File: config.mk
export PLATFORM = sky130hd
export DESIGN_NAME = regfile_2w_sb
export DESIGN_NICKNAME = d
export VERILOG_FILES = /design/src/rtl/regfile_2w_sb.sv
export SDC_FILE = /design/constraint.sdc
export NUM_CORES = 2
export LEC_CHECK = 0
export ABC_CLOCK_PERIOD_IN_PS = 2500
export CORE_MARGIN = 5
export CORE_UTILIZATION = 45
export CTS_BUF_LIST = sky130_fd_sc_hd__clkbuf_8
export CTS_CLUSTER_DIAMETER = 30
export CTS_CLUSTER_SIZE = 8
export DETAILED_ROUTE_END_ITERATION = 12
export GPL_TIMING_DRIVEN = 1
export SLEW_MARGIN = 10
export SYNTH_ARGS = -nofsm -noshare
export SYNTH_HDL_FRONTEND = slang
export SYNTH_SLANG_ARGS = --single-unit
File: constraint.sdc
create_clock -name CLK -period 2.5 [get_ports CLK]
set_clock_uncertainty 0.1 [all_clocks]
set_input_delay 0.25 -clock CLK [delete_from_list [all_inputs] [get_ports CLK]]
set_output_delay 0.25 -clock CLK [all_outputs]
set_load 0.05 [all_outputs]
File: src/rtl/regfile_2w_sb.sv
// Two-write/two-read register file with HI/LO pair and a load-use pending scoreboard.
// Reads and HI/LO are combinational with same-cycle write-through; stall flags reads of pending loads.
module regfile_2w_sb #(
  parameter int                 DATA_W  = 32,
  parameter int                 ADDR_W  = 5,
  parameter int                 SP_IDX  = 29,
  parameter logic [DATA_W-1:0]  SP_INIT = 'h2ffc,
  parameter int                 GP_IDX  = 28,
  parameter logic [DATA_W-1:0]  GP_INIT = 'h1800
) (
  input  logic              CLK,
  input  logic              RST,
  input  logic [ADDR_W-1:0] rs1,
  input  logic [ADDR_W-1:0] rs2,
  output logic [DATA_W-1:0] data_r_1,
  output logic [DATA_W-1:0] data_r_2,
  input  logic              we0,
  input  logic [ADDR_W-1:0] rd0,
  input  logic [DATA_W-1:0] wdata0,
  input  logic              we1,
  input  logic [ADDR_W-1:0] rd1,
  input  logic [DATA_W-1:0] wdata1,
  input  logic              hilo_we,
  input  logic [DATA_W-1:0] hi_w,
  input  logic [DATA_W-1:0] lo_w,
  output logic [DATA_W-1:0] hi_r,
  output logic [DATA_W-1:0] lo_r,
  input  logic              pend_en,
  input  logic [ADDR_W-1:0] pend_addr,
  output logic              stall
);

  localparam int NREG = 1 << ADDR_W;

  logic [DATA_W-1:0] r_regs [NREG];
  logic [NREG-1:0]   r_pend;
  logic [DATA_W-1:0] r_hi;
  logic [DATA_W-1:0] r_lo;

  genvar gi;
  generate
    for (gi = 0; gi < NREG; gi++) begin : g_reg
      localparam logic [ADDR_W-1:0] IDX = ADDR_W'(gi);
      localparam logic [DATA_W-1:0] RST_VAL = (gi == SP_IDX) ? SP_INIT :
                                              (gi == GP_IDX) ? GP_INIT : '0;
      if (gi == 0) begin : g_zero
        assign r_regs[gi] = '0;
        assign r_pend[gi] = 1'b0;
      end else begin : g_live
        // Load writeback (port 1) is the younger result, so it takes priority.
        always_ff @(posedge CLK) begin
          if (RST) begin
            r_regs[gi] <= RST_VAL;
          end else if (we1 && (rd1 == IDX)) begin
            r_regs[gi] <= wdata1;
          end else if (we0 && (rd0 == IDX)) begin
            r_regs[gi] <= wdata0;
          end
        end

        // A newly issued load outranks the writeback of the previous one.
        always_ff @(posedge CLK) begin
          if (RST) begin
            r_pend[gi] <= 1'b0;
          end else if (pend_en && (pend_addr == IDX)) begin
            r_pend[gi] <= 1'b1;
          end else if (we1 && (rd1 == IDX)) begin
            r_pend[gi] <= 1'b0;
          end
        end
      end
    end
  endgenerate

  always_ff @(posedge CLK) begin
    if (RST) begin
      r_hi <= '0;
      r_lo <= '0;
    end else if (hilo_we) begin
      r_hi <= hi_w;
      r_lo <= lo_w;
    end
  end

  function automatic logic [DATA_W-1:0] read_port(input logic [ADDR_W-1:0] addr);
    logic [DATA_W-1:0] v;
    v = r_regs[addr];
    if (addr == '0)                  v = '0;
    else if (we1 && (rd1 == addr))   v = wdata1;
    else if (we0 && (rd0 == addr))   v = wdata0;
    return v;
  endfunction

  function automatic logic hit(input logic [ADDR_W-1:0] addr);
    return (addr != '0) && r_pend[addr] && !(we1 && (rd1 == addr));
  endfunction

  logic [DATA_W-1:0] w_rd1_data;
  logic [DATA_W-1:0] w_rd2_data;
  logic              w_stall;

  always_comb begin
    w_rd1_data = read_port(rs1);
    w_rd2_data = read_port(rs2);
    w_stall    = hit(rs1) | hit(rs2);
  end

  always_comb begin
    data_r_1 = '0;
    data_r_2 = '0;
    hi_r     = '0;
    lo_r     = '0;
    stall    = 1'b0;
    if (!RST) begin
      data_r_1 = w_rd1_data;
      data_r_2 = w_rd2_data;
      hi_r     = hilo_we ? hi_w : r_hi;
      lo_r     = hilo_we ? lo_w : r_lo;
      stall    = w_stall;
    end
  end

endmodule

==> flow_summary.toml <==
[outcome]
status = "finished, violations left"
violations = "setup timing"

[worst_setup_path]
crit_path_max_fanout = 2
setup.worst_path.end_class = "primary output"
worstSetupStartpointType = "register"
arrival_ps = 2970
crit_type = "reg -> out"
cp.required_ps = 2150

[drt]
antenna_left = 0
viasPerCell = 6.766
num_vias = 69630
routedWlPerCell_um = 29.96
routed_wl_um = 308300
drtIter0Drc = 9745
dr.pass1.iters = 9
drc = 0

[die]
core_area_um2 = 147300
dieArea_um2 = 155500
row_count = 141
num_io_pins = 288
initial_utilization = 0.4511
chipHeight_um = 394.3
die_w_um = 394.3

[cts]
htreeDepth = 5
cts_root_buffer = "clkbuf_8"
numCtsBuffers = 322
cts_buffer_depth = 4
clock_latency_ps = 1000
cts_sinks = 1087
path_clk_slew_ps = 50
cts_tree = "built"

[timing]
worst_slack_ps = -823.9
rsz0062_at_grt = "yes"
drv_slew = 0
setup_violations = 125
min_period_over_period = 1.330
slew_headroom = 0.2089
worstMarginPinSlew_ps = 1187
min_period_ps = 3324
max_freq_mhz = 300.9
final.setup.tns_ps = -62010
hold_violations = 0

[power_and_ir_drop]
power_leakage_nw = 33.91
p_per_area_nw_per_um2 = 617.7
peakVddDrop_uv = 554.7

[layout]
final_util = 0.6026
final_common_cell = "mux2i_1"
final_cell_mix = "mux2i_1, nor2_1, dfxtp_1, buf_4, a211oi_1"
n_fill_cell = 12200
drive_above_1_share = 0.2850
multi_input_area_um2 = 42880
syn_to_final_growth_pct = 33.57
fin_nets = 8273
ff_latch_area_um2 = 21930

[yosys]
synth_cell_types = 58
ys.flop_type = "dfxtp_1"
ys_seq_area_frac = 0.3274
avgSynthCellArea_um2 = 8.788
synth_edf_count = 0
netlist_area_um2 = 66460
async_reset_ff_frac = 0
synthCells = 7562
synth_seq_cells = 1087
syn_nets = 7721
ys_warn_count = 0

[worst_hold_path]
hold_path_class = "in -> reg"

[run]
maxCapViolCount = 0

[placement]
pre_cts_ws_ps = -732.8
dp_hpwl_um = 202100
io_buffers = 287
gp_congestion = 0.9536

[grt]
antenna_found_initial = 11
grt_max_degree = 191
grt_use_total = 0.3748
grt_first_pass_wirelength_um = 447400
overflow = 0
grt_pass1_vias = 67330
through the flow:
step / hold slack [ps] / power, mW / cells / cell area [um^2]
after floorplan: 363.9 / 22.30 / 7562 / 67660
final: 20.62 / 54.84 / 10290 / 88770
after detailed placement: 382.0 / 25.86 / 9646 / 79130
after global routing: 26.23 / 56.10 / 10290 / 88760
after CTS: 6.354 / 54.51 / 10280 / 88220
after global placement: 375.3 / 25.80 / 9646 / 79130
layout make-up:
class | count | share of cell area
antenna | 6 | 0.0001691
clock buffer | 387 | 0.06000
clock inverter | 177 | 0.02210
inverter | 2 | 0.00008457
multi-input combinational | 5403 | 0.4830
sequential | 1087 | 0.2470
tap | 1930 | 0.02720
timing repair buffer | 1298 | 0.1604
per-layer routing:
layer	share of wire	vias to the layer above	GRT usage	wire length, um
li1	-	29450	-	-
met1	0.38	33640	0.4850	118100
met2	0.42	5276	0.5498	129400
met3	0.14	1253	0.1256	41930
met4	0.061	6	0.2063	18790
met5	0.00015	-	0	46
report_power, final:
group	total [mW]	internal (mW)	switching [mW]
clock network	28.7	18.3	10.4
registers	18.0	17.7	0.282
logic	8.15	3.14	5.00
Yosys cell counts (68+ instances only):
library cell / instances / share of area
mux2i_1: 1212 / 0.18
nand2_1: 468 / 0.026
a32oi_1: 72 / 0.0095
a221oi_1: 71 / 0.0094
nor3_1: 189 / 0.014
nand3_1: 301 / 0.023
dfxtp_1: 1087 / 0.33
a211oi_1: 665 / 0.075
nor2_1: 1101 / 0.062
nor2b_1: 84 / 0.0079
buf_4: 68 / 0.0077
mux2_2: 127 / 0.022
o21ai_0: 74 / 0.0056
buf_2: 166 / 0.013
clkbuf_1: 718 / 0.041
mux4_2: 189 / 0.064
o22ai_1: 259 / 0.024
a311oi_1: 374 / 0.049
sequential cells by signal, summed over array words and instances (netlist names):
name / cells
r_regs: 992
r_pend: 31
r_hi: 32
r_lo: 32
worst max-delay path, cell delays in order, from the launching register on:
cell,delay [ps]
dfxtp_2,320
buf_6,110
mux4_2,450
mux2_4,300
a211oi_4,410
o41ai_4,180
buf_12,200
path summary, 6_finish.rpt:
kind         slack, ps          end        start  cells after the start
max               -820  data_r_2[7]  r_regs[743]                      6
min                 20     r_hi[31]          RST                      4
max reg2reg       1150   r_pend[13]   r_pend[13]                      3
min reg2reg        390  r_regs[802]  r_regs[802]                      2
timing repair:
item,4_1_cts,5_1_grt
buffers inserted,5,9
resized for setup,299,139
pin swaps,115,61
endpoints found under the setup margin,69,111
hold endpoints to repair,184,64
hold buffers,82,1
cloned,0,2
logic make-up (layout without fill, tap and decap cells):
group | count (synthesis) | count (layout) | synth area share
DFF | 1087 | 1087 | 0.3274
xor gates and xnor gates | 20 | 20 | 0.002636
and+or+nand+nor | 2216 | 2217 | 0.1414
AOI/OAI and AO/OA | 1638 | 1638 | 0.1884
muxes | 1528 | 1528 | 0.2681
other | 0 | 6 | 0
buffers and inverters | 1073 | 1864 | 0.07207
(Power assumes the default switching activity.)
